File: src/rtl/uart_pkg.sv
// uart_pkg: shared definitions for the UART transmit path.
//   DEF_DATA_WIDTH : default parallel word width / data bits per frame.
//   tx_state_e     : transmit FSM states, gray-style encoding.
//   PAR_EVEN/ODD   : PAR_TYP values.
package uart_pkg;

    localparam int unsigned DEF_DATA_WIDTH = 8;

    typedef enum logic [2:0] {
        ST_IDLE   = 3'b000,
        ST_START  = 3'b001,
        ST_DATA   = 3'b011,
        ST_PARITY = 3'b010,
        ST_STOP   = 3'b110
    } tx_state_e;

    localparam logic PAR_EVEN = 1'b0;
    localparam logic PAR_ODD  = 1'b1;

endpackage

File: src/rtl/uart_tx_frame_if.sv
// uart_tx_frame_if: controller-to-serializer handshake and serial line.
//   P_DATA     : parallel word to send (controller -> serializer)
//   DATA_VALID : single-cycle send request (controller -> serializer)
//   PAR_EN     : insert parity bit (controller -> serializer)
//   PAR_TYP    : 0 = even, 1 = odd (controller -> serializer)
//   TX_OUT     : serial line, idle high (serializer -> line)
//   Busy       : frame on the line (serializer -> controller)
// master = controller side, slave = serializer side.
interface uart_tx_frame_if
    import uart_pkg::*;
#(
    parameter int unsigned DATA_WIDTH = DEF_DATA_WIDTH
);

    logic [DATA_WIDTH-1:0] P_DATA;
    logic                  DATA_VALID;
    logic                  PAR_EN;
    logic                  PAR_TYP;
    logic                  TX_OUT;
    logic                  Busy;

    modport master (
        output P_DATA, DATA_VALID, PAR_EN, PAR_TYP,
        input  TX_OUT, Busy
    );

    modport slave (
        input  P_DATA, DATA_VALID, PAR_EN, PAR_TYP,
        output TX_OUT, Busy
    );

endinterface

File: src/rtl/uart_tx_parity_calc.sv
// uart_tx_parity_calc: parity bit for a latched data word.
//   data_i     : latched data word
//   par_typ_i  : PAR_EVEN or PAR_ODD
//   parity_o   : bit making the total count of ones even/odd
module uart_tx_parity_calc
    import uart_pkg::*;
#(
    parameter int unsigned DATA_WIDTH = DEF_DATA_WIDTH
) (
    input  logic [DATA_WIDTH-1:0] data_i,
    input  logic                  par_typ_i,
    output logic                  parity_o
);

    always_comb begin
        parity_o = (par_typ_i == PAR_EVEN) ? ^data_i : ~(^data_i);
    end

endmodule

File: src/rtl/uart_tx_frame.sv
// uart_tx_frame: UART transmit serializer, one serial bit per CLK.
//   CLK  : bit clock
//   RST  : asynchronous active-low reset
//   bus  : uart_tx_frame_if.slave (P_DATA, DATA_VALID, PAR_EN, PAR_TYP in;
//          TX_OUT, Busy out)
// Frame: start(0), data LSB first, optional parity, stop(1).
module uart_tx_frame
    import uart_pkg::*;
#(
    parameter int unsigned DATA_WIDTH = DEF_DATA_WIDTH
) (
    input  logic             CLK,
    input  logic             RST,
    uart_tx_frame_if.slave   bus
);

    localparam int unsigned     CNT_W    = (DATA_WIDTH > 1) ? $clog2(DATA_WIDTH) : 1;
    localparam logic [CNT_W-1:0] CNT_LAST = CNT_W'(DATA_WIDTH - 1);

    tx_state_e             state_q, state_d;
    logic [CNT_W-1:0]      cnt_q, cnt_d;
    logic [DATA_WIDTH-1:0] data_q, data_d;
    logic                  par_en_q, par_en_d;
    logic                  par_typ_q, par_typ_d;
    logic                  tx_q, tx_d;
    logic                  busy_q, busy_d;
    logic                  par_bit;

    uart_tx_parity_calc #(
        .DATA_WIDTH (DATA_WIDTH)
    ) u_parity (
        .data_i    (data_q),
        .par_typ_i (par_typ_q),
        .parity_o  (par_bit)
    );

    always_ff @(posedge CLK or negedge RST) begin
        if (!RST) begin
            state_q   <= ST_IDLE;
            cnt_q     <= '0;
            data_q    <= '0;
            par_en_q  <= 1'b0;
            par_typ_q <= 1'b0;
            tx_q      <= 1'b1;
            busy_q    <= 1'b0;
        end else begin
            state_q   <= state_d;
            cnt_q     <= cnt_d;
            data_q    <= data_d;
            par_en_q  <= par_en_d;
            par_typ_q <= par_typ_d;
            tx_q      <= tx_d;
            busy_q    <= busy_d;
        end
    end

    always_comb begin
        state_d   = state_q;
        cnt_d     = cnt_q;
        data_d    = data_q;
        par_en_d  = par_en_q;
        par_typ_d = par_typ_q;

        unique case (state_q)
            ST_IDLE: begin
                if (bus.DATA_VALID) begin
                    data_d    = bus.P_DATA;
                    par_en_d  = bus.PAR_EN;
                    par_typ_d = bus.PAR_TYP;
                    state_d   = ST_START;
                end
            end
            ST_START: begin
                cnt_d   = '0;
                state_d = ST_DATA;
            end
            ST_DATA: begin
                if (cnt_q == CNT_LAST) begin
                    cnt_d   = '0;
                    state_d = par_en_q ? ST_PARITY : ST_STOP;
                end else begin
                    cnt_d = cnt_q + 1'b1;
                end
            end
            ST_PARITY: state_d = ST_STOP;
            ST_STOP:   state_d = ST_IDLE;
            default:   state_d = ST_IDLE;
        endcase
    end

    // Outputs are decoded from the next state so the registered line value
    // lines up with the state it belongs to, with no input-to-output path.
    // data_q/par_bit are already latched whenever DATA/PARITY is entered.
    always_comb begin
        tx_d   = 1'b1;
        busy_d = 1'b0;
        unique case (state_d)
            ST_IDLE:   begin tx_d = 1'b1;          busy_d = 1'b0; end
            ST_START:  begin tx_d = 1'b0;          busy_d = 1'b1; end
            ST_DATA:   begin tx_d = data_q[cnt_d]; busy_d = 1'b1; end
            ST_PARITY: begin tx_d = par_bit;       busy_d = 1'b1; end
            ST_STOP:   begin tx_d = 1'b1;          busy_d = 1'b1; end
            default:   begin tx_d = 1'b1;          busy_d = 1'b0; end
        endcase
    end

    assign bus.TX_OUT = tx_q;
    assign bus.Busy   = busy_q;

endmodule

File: src/flat_wrapper.sv
// flat-port wrapper written by rule: the top's interface ports become plain ports
module uart_tx_frame_flat import uart_pkg::*;
#(
    parameter int unsigned DATA_WIDTH = DEF_DATA_WIDTH
)
  (CLK, RST, bus_P_DATA, bus_DATA_VALID, bus_PAR_EN, bus_PAR_TYP, bus_TX_OUT, bus_Busy);
  uart_tx_frame_if #(.DATA_WIDTH(DATA_WIDTH)) bus_i ();
  input  logic CLK;
  input  logic RST;
  input wire logic [$bits(bus_i.P_DATA)-1:0] bus_P_DATA;
  input wire logic [$bits(bus_i.DATA_VALID)-1:0] bus_DATA_VALID;
  input wire logic [$bits(bus_i.PAR_EN)-1:0] bus_PAR_EN;
  input wire logic [$bits(bus_i.PAR_TYP)-1:0] bus_PAR_TYP;
  output wire logic [$bits(bus_i.TX_OUT)-1:0] bus_TX_OUT;
  output wire logic [$bits(bus_i.Busy)-1:0] bus_Busy;
  assign bus_i.P_DATA = bus_P_DATA;
  assign bus_i.DATA_VALID = bus_DATA_VALID;
  assign bus_i.PAR_EN = bus_PAR_EN;
  assign bus_i.PAR_TYP = bus_PAR_TYP;
  assign bus_TX_OUT = bus_i.TX_OUT;
  assign bus_Busy = bus_i.Busy;
  uart_tx_frame #(.DATA_WIDTH(DATA_WIDTH)) u_core (.CLK(CLK), .RST(RST), .bus(bus_i));
endmodule
File: config.mk
export PLATFORM = sky130hd
export DESIGN_NAME = uart_tx_frame_flat
export DESIGN_NICKNAME = d
export VERILOG_FILES = /design/src/rtl/uart_pkg.sv /design/src/rtl/uart_tx_frame_if.sv /design/src/rtl/uart_tx_parity_calc.sv /design/src/rtl/uart_tx_frame.sv /design/src/flat_wrapper.sv
export SDC_FILE = /design/constraint.sdc
export NUM_CORES = 1
export LEC_CHECK = 0
export ABC_AREA = 1
export CORE_AREA = 2 2 51 89
export DETAILED_ROUTE_END_ITERATION = 7
export DIE_AREA = 0 0 53 91
export PLACE_DENSITY = 0.42
export SLEW_MARGIN = 5
export SYNTH_ARGS = -nofsm -noshare
export SYNTH_HDL_FRONTEND = slang
export SYNTH_SLANG_ARGS = --single-unit
File: constraint.sdc
create_clock -name CLK -period 2.4 [get_ports CLK]
set_clock_uncertainty 0.2 [all_clocks]
set_input_delay 0.24 -clock CLK [delete_from_list [all_inputs] [get_ports CLK]]
set_output_delay 0.24 -clock CLK [all_outputs]
set_load 0.05 [all_outputs]
==> run metrics <==
Initial Utilization=0.242; reg-to-reg slack, setup=0.59 ns; largest area contributor in the netlist=dfrtp_1; clk_lat worst skew=0.26 ns; Resized cells post-CTS=0; global route overflow=0; largest cells by area after synthesis=dfrtp_1 43%, nand2_1 9.9%, nand3_1 7.6%; mux cell area share after synthesis=0.0343; critical path type=register to primary output; RR Startpoint=u_core.cnt_q[0]; DP Area=1190 µm²; largest net degree at the start of global routing=19; outcome=complete, no violations; Cell Chain, Critical Path=clkdlybuf4s50_1; Worst Max-Slew Pin Slew=0.495 ns; xor/xnor share of the synthesized area=0.0445; Synth Net Count=136; RSZ-0062 raised after global routing=no; Peak Freq=498 MHz; Int Pwr=933 µW; Slew Limit Fails=0; # Post-CTS Setup Buffers=0; Area Overhead vs Synth=25.3%; Final TNS setup=0 ns; Vias/cell=4.36; number of global-route vias before repair=858; Max Cap Viol=0; Synth Area in Compound Gates=0.0750; slew margin rel.=0.669; CTS Hold Bufs=0; Netlist cell types=21; Final Cycle Share=0.837; row cnt=31; Power Density=1380 nW/µm²; gpl congestion=0.765; Ys Warns=0; Worst path slowest cell=clkdlybuf4s50_1; Worst Path Arrival=1.57 ns; port bufs=14; Sw Share=0.453; Synth top area share=0.432; Switch Pwr=771 µW; share of layout cells above drive strength 1=0.108; worst path required time=1.96 ns; Antenna Cells=0; minimum clock period=2.01 ns; initial antenna violation count=0; clk sinks=18; Synth Area in Simple Gates=0.285; Design Area, Final=1230 µm²; critical path launch point type=register; Die Ht=91 µm; hold_ws=0.104 ns; mapped cell area=985 µm²; #FFs+latches synth=18; Syn Area/Cell=8.14 µm²; Die X=53 µm; die footprint=4820 µm²; I/O pin count=15; Via Count=820; Root Buffer=clkbuf_8; final hold violations=0; final std cells w/o fill=188; Initial DRC Count=15; Crit path max-delay family=buffers and inverters; First-pass DRT Iterations=4; Max FO, Critical Path=1; # H-tree levels=1; wire per inst=11.5 µm; CTS tree=built; final setup fails=0; total CTS buffers=3; Worst R2R Path Depth=10; sequential area share after synthesis=0.459; Final ANT Viol Nets=0; core area=4070 µm²; Comb power frac=0.539; hold crit path type=input port to async pin; Worst Path Buf+Inv=1; nets@finish=155; first-pass GRT wire length=3.78 mm; Reg power frac=0.333; dpl cells=184; reg2reg end=u_core.bus.TX_OUT; leakage power=0.000608 µW; DRC viols=0; max incr delay on CP=0.79 ns; Max Root-Sink Buffers=2; combinational family with the most area after synthesis=simple AND/OR/NAND/NOR gates; clock power share=0.128; crit path capture type=primary output; final wirelength=2.16 mm; GRT Total Usage=0.109; Synth Area in Adders=0.0254; DP Wirelength=1.77 mm; VDD IR max=0.000439 V; Synth Instances=121; CTS clk-pin slew, worst paths=0.07 ns
## stage by stage
| stage | total power [µW] | setup WS [ns] | utilization |
|---|---|---|---|
| after floorplan | 1270 | 0.745 | - |
| after global placement | 1490 | 0.639 | 0.292 |
| after detailed placement | 1510 | 0.610 | 0.292 |
| after CTS | 1730 | 0.370 | 0.303 |
| after global routing | 1900 | 0.352 | 0.303 |
| final | 1700 | 0.391 | 0.303 |
## how the worst max path moves through the flow
stage,start,end,slack [ns],depth (start not counted)
finish,u_core.bus.TX_OUT,bus_TX_OUT,0.39,1
global route,u_core.bus.TX_OUT,bus_TX_OUT,0.35,1
CTS,u_core.bus.TX_OUT,bus_TX_OUT,0.37,1
detailed placement,u_core.cnt_q[0],u_core.bus.TX_OUT,0.61,10
global placement,bus_DATA_VALID,u_core.par_typ_q,0.64,3
floorplan,u_core.cnt_q[0],u_core.bus.TX_OUT,0.75,10
## registers in the layout, summed over array words and instances (netlist names)
name               flops
u_core.bus.Busy        1
u_core.bus.TX_OUT      1
u_core.cnt_q           3
u_core.data_q          8
u_core.par_en_q        1
u_core.par_typ_q       1
u_core.state_q         3
## power by group through the flow
stage	Clock, µW	Combinational (µW)	Sequential [µW]
CTS	228	930	573
global route	239	1070	593
global placement	0	913	576
floorplan	0	668	601
finish	218	919	568
detailed placement	0	928	578
## cells in the mapped netlist
master / n
nand3_2: 2
nand2_1: 26
o21a_1: 2
dfrtp_1: 17
ha_1: 2
buf_2: 1
mux2_2: 3
o21ai_1: 1
a21oi_1: 8
nand2_2: 2
inv_2: 1
dfstp_2: 1
nor2_1: 11
xnor2_1: 2
inv_1: 18
nand3b_2: 1
o21ai_2: 1
nand3_1: 15
xor2_1: 3
o21ai_0: 1
nand3b_1: 3
## cells by family (layout without fill, tap and decap cells)
logic type / Yosys count / count (layout)
and+or+nand+nor: 60 / 60
buffers and inverters: 20 / 38
DFF: 18 / 18
AOI/OAI and AO/OA: 13 / 13
xor gates and xnor gates: 5 / 5
muxes: 3 / 3
adders and majority gates: 2 / 2
## routing by layer
metal	GRT usage	vias up	wire length, µm
met5	0	-	0
met4	0.0748	0	109
met3	0.0148	7	47
met2	0.188	13	1250
met1	0.114	379	754
li1	-	421	-
## layout by cell type, fill, tap and decap left out, types with 3 or more instances in the layout
| cell | instances |
|---|---|
| mux2_2 | 3 |
| nand3b_1 | 3 |
| dfrtp_1 | 17 |
| clkdlybuf4s50_1 | 14 |
| nand3_1 | 15 |
| nand2_1 | 26 |
| xor2_1 | 3 |
| a21oi_1 | 8 |
| inv_1 | 18 |
| nor2_1 | 11 |
| clkbuf_8 | 3 |
## layout make-up
class | instances | area [µm²]
Inverter | 19 | 71.3
Multi-Input combinational cell | 83 | 457
Timing Repair Buffer | 15 | 148
Tap cell | 49 | 61.3
Clock buffer | 4 | 45.0
Sequential cell | 18 | 452
Fill cell | 447 | 2840
## worst reg2reg max path, delay by kind of cell, from the launching register on
family	cells	cell delay [ns]
buffers and inverters	1	0.07
AO/OA/AOI/OAI	1	0.19
flip-flops	1	0.40
AND/OR/NAND/NOR	6	0.46
adder cells (fa/ha/maj)	2	0.43
Note: power is estimated with default switching activity, not from simulation.
